<file path="src/rtl/siso_sched_pkg.sv">
// rtl/siso_sched_pkg.sv - shared types, defaults and round-robin pick helper for siso_tx_scheduler
package siso_sched_pkg;

    typedef enum logic [0:0] {
        S_IDLE  = 1'b0,
        S_SHIFT = 1'b1
    } state_t;

    localparam int DEFAULT_WIDTH = 8;
    localparam int DEFAULT_N_REQ = 4;
    localparam int MAX_REQ       = 8;

    typedef struct packed {
        logic       any;
        logic [2:0] idx;
    } rr_pick_t;

    // Scan ptr, ptr+1, ... (mod n) and return the first set index; ptr must be < n.
    function automatic rr_pick_t rr_pick(input logic [MAX_REQ-1:0] valid,
                                         input logic [2:0]         ptr,
                                         input int                 n);
        rr_pick_t r;
        int       j;
        r.any = 1'b0;
        r.idx = 3'd0;
        for (int k = 0; k < MAX_REQ; k++) begin
            j = int'(ptr) + k;
            if (j >= n) begin
                j = j - n;
            end
            if (k < n && !r.any && valid[j[2:0]]) begin
                r.any = 1'b1;
                r.idx = j[2:0];
            end
        end
        return r;
    endfunction

endpackage

</file>
<file path="src/rtl/siso_tx_scheduler_arbiter.sv">
// rtl/siso_tx_scheduler_arbiter.sv - combinational round-robin arbiter with one-hot grant
module rr_arbiter
    import siso_sched_pkg::*;
#(
    parameter  int N_REQ = DEFAULT_N_REQ,
    localparam int IDX_W = $clog2(N_REQ)
) (
    input  logic [N_REQ-1:0] req_i,
    input  logic [IDX_W-1:0] ptr_i,
    input  logic             en_i,
    output logic [N_REQ-1:0] gnt_o,
    output logic [IDX_W-1:0] idx_o,
    output logic             any_o
);

    rr_pick_t pick;

    always_comb begin
        pick  = rr_pick(MAX_REQ'(req_i), 3'(ptr_i), N_REQ);
        idx_o = pick.idx[IDX_W-1:0];
        any_o = pick.any;
        gnt_o = '0;
        if (en_i && pick.any) begin
            gnt_o[pick.idx[IDX_W-1:0]] = 1'b1;
        end
    end

endmodule

</file>
<file path="src/rtl/siso_tx_scheduler.sv">
// rtl/siso_tx_scheduler.sv - round-robin scheduler feeding one LSB-first serial shift path
module siso_tx_scheduler
    import siso_sched_pkg::*;
#(
    parameter  int N_REQ = DEFAULT_N_REQ,
    parameter  int WIDTH = DEFAULT_WIDTH,
    localparam int IDX_W = $clog2(N_REQ),
    localparam int CNT_W = $clog2(WIDTH)
) (
    input  logic                   clk,
    input  logic                   rst,
    input  logic [N_REQ-1:0]       req_valid,
    input  logic [N_REQ*WIDTH-1:0] req_data,
    output logic [N_REQ-1:0]       req_ready,
    output logic                   sout,
    output logic                   sout_valid,
    output logic [IDX_W-1:0]       grant_id,
    output logic                   word_done
);

    state_t             state_q, state_d;
    logic [WIDTH-1:0]   shreg_q, shreg_d;
    logic [CNT_W-1:0]   bit_cnt_q, bit_cnt_d;
    logic [IDX_W-1:0]   rr_ptr_q, rr_ptr_d;
    logic [IDX_W-1:0]   grant_q, grant_d;

    logic               last_bit;
    logic               accept_ok;
    logic               accept;
    logic [IDX_W-1:0]   pick_idx;
    logic               pick_any;

    assign last_bit  = (state_q == S_SHIFT) && (bit_cnt_q == CNT_W'(WIDTH - 1));
    assign accept_ok = (state_q == S_IDLE) || last_bit;

    // Ready is masked during reset so the async clear never exposes a stray accept strobe.
    rr_arbiter #(.N_REQ(N_REQ)) u_arb (
        .req_i (req_valid),
        .ptr_i (rr_ptr_q),
        .en_i  (accept_ok && !rst),
        .gnt_o (req_ready),
        .idx_o (pick_idx),
        .any_o (pick_any)
    );

    assign accept     = |(req_valid & req_ready);
    assign sout       = (state_q == S_SHIFT) && shreg_q[0];
    assign sout_valid = (state_q == S_SHIFT);
    assign word_done  = last_bit;
    assign grant_id   = grant_q;

    always_comb begin
        state_d   = state_q;
        shreg_d   = shreg_q;
        bit_cnt_d = bit_cnt_q;
        rr_ptr_d  = rr_ptr_q;
        grant_d   = grant_q;
        if (accept) begin
            state_d   = S_SHIFT;
            shreg_d   = req_data[pick_idx*WIDTH +: WIDTH];
            bit_cnt_d = '0;
            grant_d   = pick_idx;
            rr_ptr_d  = (pick_idx == IDX_W'(N_REQ - 1)) ? '0 : pick_idx + IDX_W'(1);
        end else if (state_q == S_SHIFT) begin
            shreg_d = {1'b0, shreg_q[WIDTH-1:1]};
            if (last_bit) begin
                state_d   = S_IDLE;
                bit_cnt_d = '0;
            end else begin
                bit_cnt_d = bit_cnt_q + CNT_W'(1);
            end
        end
    end

    always_ff @(posedge clk or posedge rst) begin
        if (rst) begin
            state_q   <= S_IDLE;
            shreg_q   <= '0;
            bit_cnt_q <= '0;
            rr_ptr_q  <= '0;
            grant_q   <= '0;
        end else begin
            state_q   <= state_d;
            shreg_q   <= shreg_d;
            bit_cnt_q <= bit_cnt_d;
            rr_ptr_q  <= rr_ptr_d;
            grant_q   <= grant_d;
        end
    end

endmodule

</file>
<file path="config.mk">
export PLATFORM = sky130hd
export DESIGN_NAME = siso_tx_scheduler
export DESIGN_NICKNAME = d
export VERILOG_FILES = /design/src/rtl/siso_sched_pkg.sv /design/src/rtl/siso_tx_scheduler_arbiter.sv /design/src/rtl/siso_tx_scheduler.sv
export SDC_FILE = /design/constraint.sdc
export NUM_CORES = 1
export LEC_CHECK = 0
export ABC_CLOCK_PERIOD_IN_PS = 2420
export BUFFER_PORTS_ARGS = -buffer_cell sky130_fd_sc_hd__buf_4
export CORE_MARGIN = 1.5
export CORE_UTILIZATION = 47
export DETAILED_ROUTE_END_ITERATION = 8
export PLACE_DENSITY = 0.83
export REMOVE_ABC_BUFFERS = 1
export SLEW_MARGIN = 25
export SYNTH_ARGS = -nofsm -noshare
export SYNTH_HDL_FRONTEND = slang
export SYNTH_HIERARCHICAL = 1
export SYNTH_SLANG_ARGS = --single-unit
</file>
<file path="constraint.sdc">
create_clock -name clk -period 2.42 [get_ports clk]
set_input_delay 0.121 -clock clk [delete_from_list [all_inputs] [get_ports clk]]
set_output_delay 0.121 -clock clk [all_outputs]
set_load 0.01 [all_outputs]
</file>
==> results of run 1 <==
## layout by cell type, fill, tap and decap left out, drive strengths merged, types with 3 or more instances in the layout
cell / count
buf: 51
dfrtp: 16
a21oi: 10
mux2i: 8
mux4: 8
a31oi: 7
mux2: 7
inv: 4
nand2: 4
and2: 3
nor2: 3
ha: 3
clkbuf: 3
## registers in the layout, summed over array words and instances, names as in the netlist
register	count
bit_cnt_q	3
grant_id	2
rr_ptr_q	2
shreg_q	8
sout_valid	1
## cell families (layout without fill, tap and decap cells)
family          count (synthesis)  after routing  share of synthesized area, %
flops                          16             16                          34.7
compound gates                 23             23                          14.1
buf+inv                        10             59                          4.34
simple gates                   21             21                          11.6
mux                            23             23                          32.0
fa+ha+maj                       3              3                          3.25
## worst min-delay path, cell delays in order
cell and delay (ps):
buf_4 110, a22oi_2 70, nand2_2 170, nor2_1 70
## per-stage QoR
step | utilization (%) | worst slack (ps)
after CTS | 69.6 | 121
after detailed placement | 68.1 | 147
after global placement | 68.1 | 205
final | 69.9 | 155
after floorplan | - | -76.1
after global routing | 69.9 | 33.8
## area by class of cell
cell class	count	area, sq um	share of cell area [%]
Timing Repair Buffer	52	393	24.9
Clock buffer	3	22.5	1.43
Multi-Input combinational cell	70	708	45.0
Sequential cell	16	402	25.5
Tap cell	28	35.0	2.22
Inverter	4	15.0	0.953
## power by group through the flow
stage               clock, mW  sequential [mW]  combinational (mW)
floorplan                   0            0.500               0.569
global placement            0            0.473               0.829
detailed placement          0            0.481               0.868
CTS                     0.137            0.479               0.869
global route            0.146            0.494               0.962
finish                  0.131            0.476               0.866
## layer usage
layer,share of wire (%),up-vias,track usage (%)
met4,1.0,0,6.41
met3,6.4,4,3.14
met1,41,499,28.3
met2,51,44,38.1
li1,-,475,-
met5,0,-,0
## how the worst min path moves through the flow
stage                             from      endpoint  depth (start not counted)
final                     req_valid[1]  bit_cnt_q[0]                          4
after global routing      req_data[31]    shreg_q[7]                          3
after CTS                 req_valid[1]  bit_cnt_q[0]                          4
after detailed placement           rst    shreg_q[2]                          3
after global placement             rst    sout_valid                          3
after floorplan                    rst  bit_cnt_q[0]                          1
## timing repair
action,in CTS,in global routing
gates resized for setup,0,2
setup endpoints to repair,0,6
hold endpoints to repair,16,0
hold buffers,1,0
==> out/results.tsv, run 1 <==
metric	value	unit
Int Pwr	929	uW
DR pass1 iterations	4	
FILL cells	177	
Num CTS Buffers	3	
Starting Density	51.2	%
Critical-path top delay cell	mux4_1	
Row Count	17	
Synth area leader	dfrtp_1	
Final period util	93.6	%
Ant. Diodes	0	
critical path buffer and inverter count	1	
non-filler cells, final	173	
worst-margin pin slew	341	ps
Mapped Avg Cell Area	12.0	sq um
clock sink count	16	
die area	2760	sq um
Yosys Warn Count	6	
maxcap violations	0	
RSZ-0062 raised after global routing	false	
Die Span Y	52.5	um
max-slew violation count	0	
Detail Route Antenna Nets	0	
Final Hold Violating Endpoints	0	
static leakage	0.765	nW
Worst setup EP type	flop	
VDD IR max	0.546	mV
Syn Std Cell Area	1150	sq um
Clock Tree Root	clkbuf_4	
status	complete, no violations	
Worst path max stage delay	570	ps
post-synth top area share	34.7	%
crit path time final	2260	ps
number of synthesized flops with an enable pin	0	
async set or reset register ratio after synthesis	100	%
Global Route Usage Sum	22.0	%
largest net degree at the start of global routing	17	
Final Setup Violations	0	
Vias	1022	
RR Endpoint	shreg_q[4]	
Reg2Reg Depth	8	
Clk Latency, worst-skew pair	280	ps
Sw Pwr	544	uW
final clock skew	1.68	ps
CP top delay family	multiplexers	
Die Span X	52.5	um
Clock Pin Slew Worst Setup and Hold Paths	80	ps
Crit path depth	8	
Max Buffers Root-to-Sink	2	
Avg WL per Cell	15.0	um
final hold slack	298	ps
Max Clk Rate	442	MHz
combinational share of power	58.8	%
Synth Instances	96	
layout cells sized above 1	50.3	%
drt via density	5.91	
crit path DAT	2420	ps
starting DRC count in detailed routing	14	
CP Launch Point	rr_ptr_q[1]	
Critical Path Source Type	flop	
Post-DP HPWL	2030	um
Top FF cell, synth	dfrtp_1	
sequential fraction of design power	32.3	%
Critical Path, Cell by Cell	mux2_1 > nand2_1 > o221ai_2 > nor2b_1 > buf_4 > mux4_1 > a21oi_1 > a31oi_1	
final design instance area without fill	1580	sq um
Setup CP Type	reg2reg	
Final Power	1.47	mW
Post-DP Area	1540	sq um
core area	2250	sq um
pwr dens	936	nW/um^2
area grow syn2layout	36.6	%
Synth area leaders	dfrtp_1 (35%), mux4_1 (16%), mux2i_1 (6.9%)	
final WL	2600	um
Netlist cell types	33	
switching share of power	36.9	%
worst relative slew slack	77.1	%
TritonCTS clock tree	done	
Reg2Reg Setup Slack	160	ps
count leader, synth	dfrtp_1	
routability cong.	0.854	
# DRC	0	
Seq/Total Area, Yosys	34.7	%
nets	188	
worst reg2reg startpoint	rr_ptr_q[1]	
Tightest Hold Check Type	in2reg	
Commonest cells post-synth	dfrtp_1 (16), a21oi_1 (10), mux2i_1 (8)	
Clock Power Share	8.9	%
Cells after DPL	169	
FF+latch count, synth	16	
I/O pin count	47	
Buffers on Ports	46	
CP Capture Point	shreg_q[4]	
setup TNS	0	ps
total gr overflow	0	
Critical Path RT	2580	ps
initial antenna violation count	0	
Setup Fix Bufs, Post-CTS	0	
first-pass GRT wire length	4470	um
vias in the first global route	1028	
H-tree lvl count	1	
worst-path fanout max	11	
Note: power is estimated with default switching activity, not from simulation.
==> run 2: changes to the inputs <==
- ABC_CLOCK_PERIOD_IN_PS: 2420 -> 2900
- CORE_UTILIZATION: 47 -> 40
- PLACE_DENSITY: 0.83 -> 0.73
- SLEW_MARGIN: 25 -> 20
- clock period: 2.42 -> 2.9 ns (I/O delays scaled with it)
==> out/results.tsv, run 2 (synthesis gave the netlist of run 1 again) <==
metric	value	unit
crit path DAT	2450	ps
Int Pwr	794	uW
Max Used Layer	met4	
routed metal-1 wirelength	1150	um
Final Power	1.26	mW
clock sink count	16	
Hold Path Sink	bit_cnt_q[2]	
Max Clk Rate	439	MHz
Biggest register	shreg_q	
number of hold buffers added after CTS	1	
H-tree lvl count	1	
Setup CP Type	reg2reg	
static leakage	0.768	nW
switching share of power	36.9	%
area grow syn2layout	36.9	%
Final period util	78.6	%
Final Setup Violations	0	
VDD IR max	0.559	mV
pre-CTS setup slack	614	ps
crit path time final	2280	ps
Setup Fix Bufs, Post-CTS	0	
post-CTS sizing	0	
RR Endpoint	shreg_q[7]	
Critical Path Source Type	flop	
final clock skew	2.72	ps
Tightest Hold Check Type	in2reg	
worst-path fanout max	11	
core area	2760	sq um
setup TNS	0	ps
RSZ-0062 raised after global routing	false	
routability cong.	0.833	
Ant. Diodes	0	
PnR worst setup slack	621	ps
total gr overflow	0	
worst reg2reg startpoint	rr_ptr_q[1]	
FILL cells	249	
drt via density	5.48	
Starting Density	41.8	%
Final Hold Violating Endpoints	0	
Clock Pin Slew Worst Setup and Hold Paths	90	ps
Met2 Routed Length	1270	um
worst-margin pin slew	603	ps
Vias	964	
Sw Pwr	465	uW
Buffers on Ports	46	
final WL	2590	um
Cells on Worst Hold Path	4	
Max Buffers Root-to-Sink	2	
status	complete, no violations	
Post-DP Area	1530	sq um
DR pass1 iterations	4	
Avg WL per Cell	14.7	um
nets	187	
Reg2Reg Depth	7	
worst relative slew slack	59.8	%
Post-DP HPWL	2000	um
commonest non-fill, non-tap cell in the layout	buf_4	
Largest register FFs	8	
met3 routed wirelength	122	um
min-delay src	req_valid[1]	
Num CTS Buffers	3	
Detail Route Antenna Nets	0	
starting DRC count in detailed routing	7	
Clk Latency, worst-skew pair	280	ps
first-pass GRT wire length	4170	um
vias in the first global route	949	
Die Span Y	56.7	um
CP Launch Point	rr_ptr_q[1]	
maxcap violations	0	
# DRC	0	
max-slew violation count	0	
Die Span X	56.7	um
Worst setup EP type	flop	
layout cells sized above 1	49.0	%
Reg2Reg Setup Slack	620	ps
die area	3220	sq um
initial antenna violation count	0	
final design instance area without fill	1580	sq um
Critical Path RT	3070	ps
sequential fraction of design power	34.3	%
Global Route Usage Sum	16.9	%
Clock Power Share	11.6	%
TritonCTS clock tree	done	
largest net degree at the start of global routing	18	
Row Count	19	
pwr dens	797	nW/um^2
largest registers	shreg_q: 8 flops, bit_cnt_q: 3 flops	
most frequent cells in the layout	buf_4 (50), dfrtp_1 (16), a21oi_1 (10)	
final hold slack	314	ps
Clock Tree Root	clkbuf_4	
I/O pin count	47	
combinational share of power	54.1	%
## run 2: cell count changes in the layout (fill, tap and decap cells not counted)
cell / delta
buf_4: -1
nor3b_2: -1
clkbuf_8: +1
dfrtp_2: -1
nor3b_1: +1
dfrtp_1: +1
## run 2: power by group through the flow
stage | registers, mW | clock network, mW | logic [mW]
after floorplan | 0.418 | 0 | 0.475
after global placement | 0.429 | 0 | 0.655
after detailed placement | 0.435 | 0 | 0.684
after CTS | 0.431 | 0.150 | 0.690
after global routing | 0.447 | 0.162 | 0.741
final | 0.431 | 0.146 | 0.681
## run 2: routing by layer
| metal | track usage [%] | vias to the layer above |
|---|---|---|
| met5 | 0 | - |
| met4 | 8.16 | 0 |
| met3 | 1.84 | 4 |
| met2 | 28.4 | 33 |
| met1 | 21.3 | 452 |
| li1 | - | 475 |
## run 2: how the worst max path moves through the flow
stage / endpoint / slack (ps) / cells after the start
4_1_cts: shreg_q[7] / 600 / 7
3_5_place_dp: shreg_q[7] / 610 / 7
6_report: shreg_q[7] / 620 / 7
5_1_grt: grant_id[0] / 460 / 9
2_1_floorplan: shreg_q[7] / 400 / 6
3_3_place_gp: shreg_q[7] / 690 / 7
## run 2: stage by stage
stage | util, % | cells
3_3_place_gp | 55.6 | 171
4_1_cts | 57.3 | 176
5_1_grt | 57.3 | 176
3_5_place_dp | 55.6 | 171
6_report | 57.3 | 176
2_1_floorplan | - | 90
## run 2: area by class of cell
cell class,instances,area (sq um),area share [%]
multi-input cells,70,703,44.5
flip-flops and latches,16,400,25.4
repair buffers,51,385,24.4
well taps,31,38.8,2.46
clock buffers,4,36.3,2.30
inverters,4,15.0,0.951
## run 2: critical path: stages, from the launching register on
cell and delay, ps:
dfrtp_1 460, mux2_1 350, nand2_1 80, o221ai_2 130
nor2b_1 130, buf_4 210, mux4_2 540, mux2_4 280
==> run 3: changes to the inputs <==
- ABC_CLOCK_PERIOD_IN_PS: 2900 -> 2250
- clock period: 2.9 -> 2.25 ns (I/O delays scaled with it)
==> out/results.tsv, run 3 (synthesis gave the netlist of run 1 again) <==
metric	value	unit
status	complete, no violations	
Largest register FFs	8	
Global Route Usage Sum	17.0	%
clock sink count	16	
FILL cells	232	
I/O pin count	47	
most frequent cells in the layout	buf_4 (54), dfrtp_1 (16), a21oi_1 (10)	
# DRC	0	
Critical Path Source Type	flop	
Die Span Y	56.7	um
Final Hold Violating Endpoints	0	
VDD IR max	0.618	mV
pre-CTS setup slack	14.8	ps
Max Clk Rate	467	MHz
final design utilization	60.3	%
max-slew violation count	0	
Setup CP Type	reg2reg	
TritonCTS clock tree	done	
total gr overflow	0	
Final Setup Violations	0	
pwr dens	1040	nW/um^2
Ant. Diodes	0	
first-pass GRT wire length	4190	um
commonest non-fill, non-tap cell in the layout	buf_4	
Biggest register	shreg_q	
PnR worst setup slack	108	ps
maxcap violations	0	
Post-DP Area	1570	sq um
Vias	980	
largest net degree at the start of global routing	17	
worst-margin pin slew	262	ps
worst relative slew slack	82.5	%
static leakage	0.811	nW
starting DRC count in detailed routing	5	
Clock Tree Root	clkbuf_4	
RSZ-0062 raised after global routing	false	
crit path time final	2140	ps
Critical Path RT	2420	ps
worst-path fanout max	8	
Worst setup EP type	flop	
nets	193	
core area	2760	sq um
area grow syn2layout	44.3	%
Avg WL per Cell	13.8	um
Clk Latency, worst-skew pair	280	ps
Detail Route Antenna Nets	0	
Post-DP HPWL	1940	um
routability cong.	0.798	
Clock Pin Slew Worst Setup and Hold Paths	90	ps
die area	3220	sq um
Max Buffers Root-to-Sink	2	
vias in the first global route	972	
drt via density	5.38	
Final Power	1.73	mW
initial antenna violation count	0	
Num CTS Buffers	3	
setup TNS	0	ps
Buffers on Ports	46	
Row Count	19	
largest registers	shreg_q: 8 flops, bit_cnt_q: 3 flops	
crit path DAT	2310	ps
DR pass1 iterations	4	
Final period util	95.2	%
final clock skew	1.21	ps
Die Span X	56.7	um
Tightest Hold Check Type	in2reg	
H-tree lvl count	1	
Starting Density	41.8	%
final WL	2520	um
layout cells sized above 1	54.3	%
final design instance area without fill	1660	sq um
[run 3: area by class of cell]
class / instances / area (sq um) / share of cell area (%)
Multi-Input combinational cell: 70 / 736 / 44.2
Timing Repair Buffer: 57 / 438 / 26.3
Sequential cell: 16 / 400 / 24.1
Tap cell: 31 / 38.8 / 2.33
Clock buffer: 4 / 36.3 / 2.18
Inverter: 4 / 15.0 / 0.902
[run 3: worst paths after layout]
| kind | cells past startpoint | from | end | slack (ps) |
|---|---|---|---|---|
| worst max register to register | 9 | bit_cnt_q[0] | shreg_q[7] | 110 |
| worst min-delay path | 4 | req_valid[3] | bit_cnt_q[0] | 250 |
| worst min register to register | 1 | rr_ptr_q[0] | rr_ptr_q[0] | 510 |
| max in group asynchronous | 4 | rst | grant_id[1] | 1650 |
| worst max-delay path | 9 | bit_cnt_q[0] | shreg_q[7] | 110 |
| min in group asynchronous | 4 | rst | sout_valid | 430 |
[run 3: layer usage]
layer	wire, um	track usage [%]
met3	140	4.38
met5	0	0
met2	1220	26.7
met4	66	9.52
met1	1090	21.0
[run 3: timing repair]
item                       CTS  global route
pin swaps                    0             3
setup endpoints to repair    1            12
hold buffers                 1             0
hold endpoints to repair    16             0
gates resized for setup      1             8
buffers inserted             0             1
[run 3: where the power goes]
group | leakage [nW] | internal [mW] | switching [mW] | total (mW)
registers | 0.196 | 0.428 | 0.0810 | 0.509
clock network | 0.0210 | 0.0984 | 0.0855 | 0.184
logic | 0.594 | 0.580 | 0.453 | 1.03
[run 3: metrics by stage]
step,instances,hold slack (ps)
global placement,176,168
finish,182,249
global route,182,267
CTS,181,274
detailed placement,176,168
floorplan,90,31.3
[run 3: worst max-delay path: stages, from the launching register on]
cell      delay (ps)
dfrtp_1          410
ha_1             220
ha_1             210
nand2b_4         150
and2_4           170
nand2_4           90
nor3b_2           60
a22oi_2          280
nand2_4          130
mux2_4           310
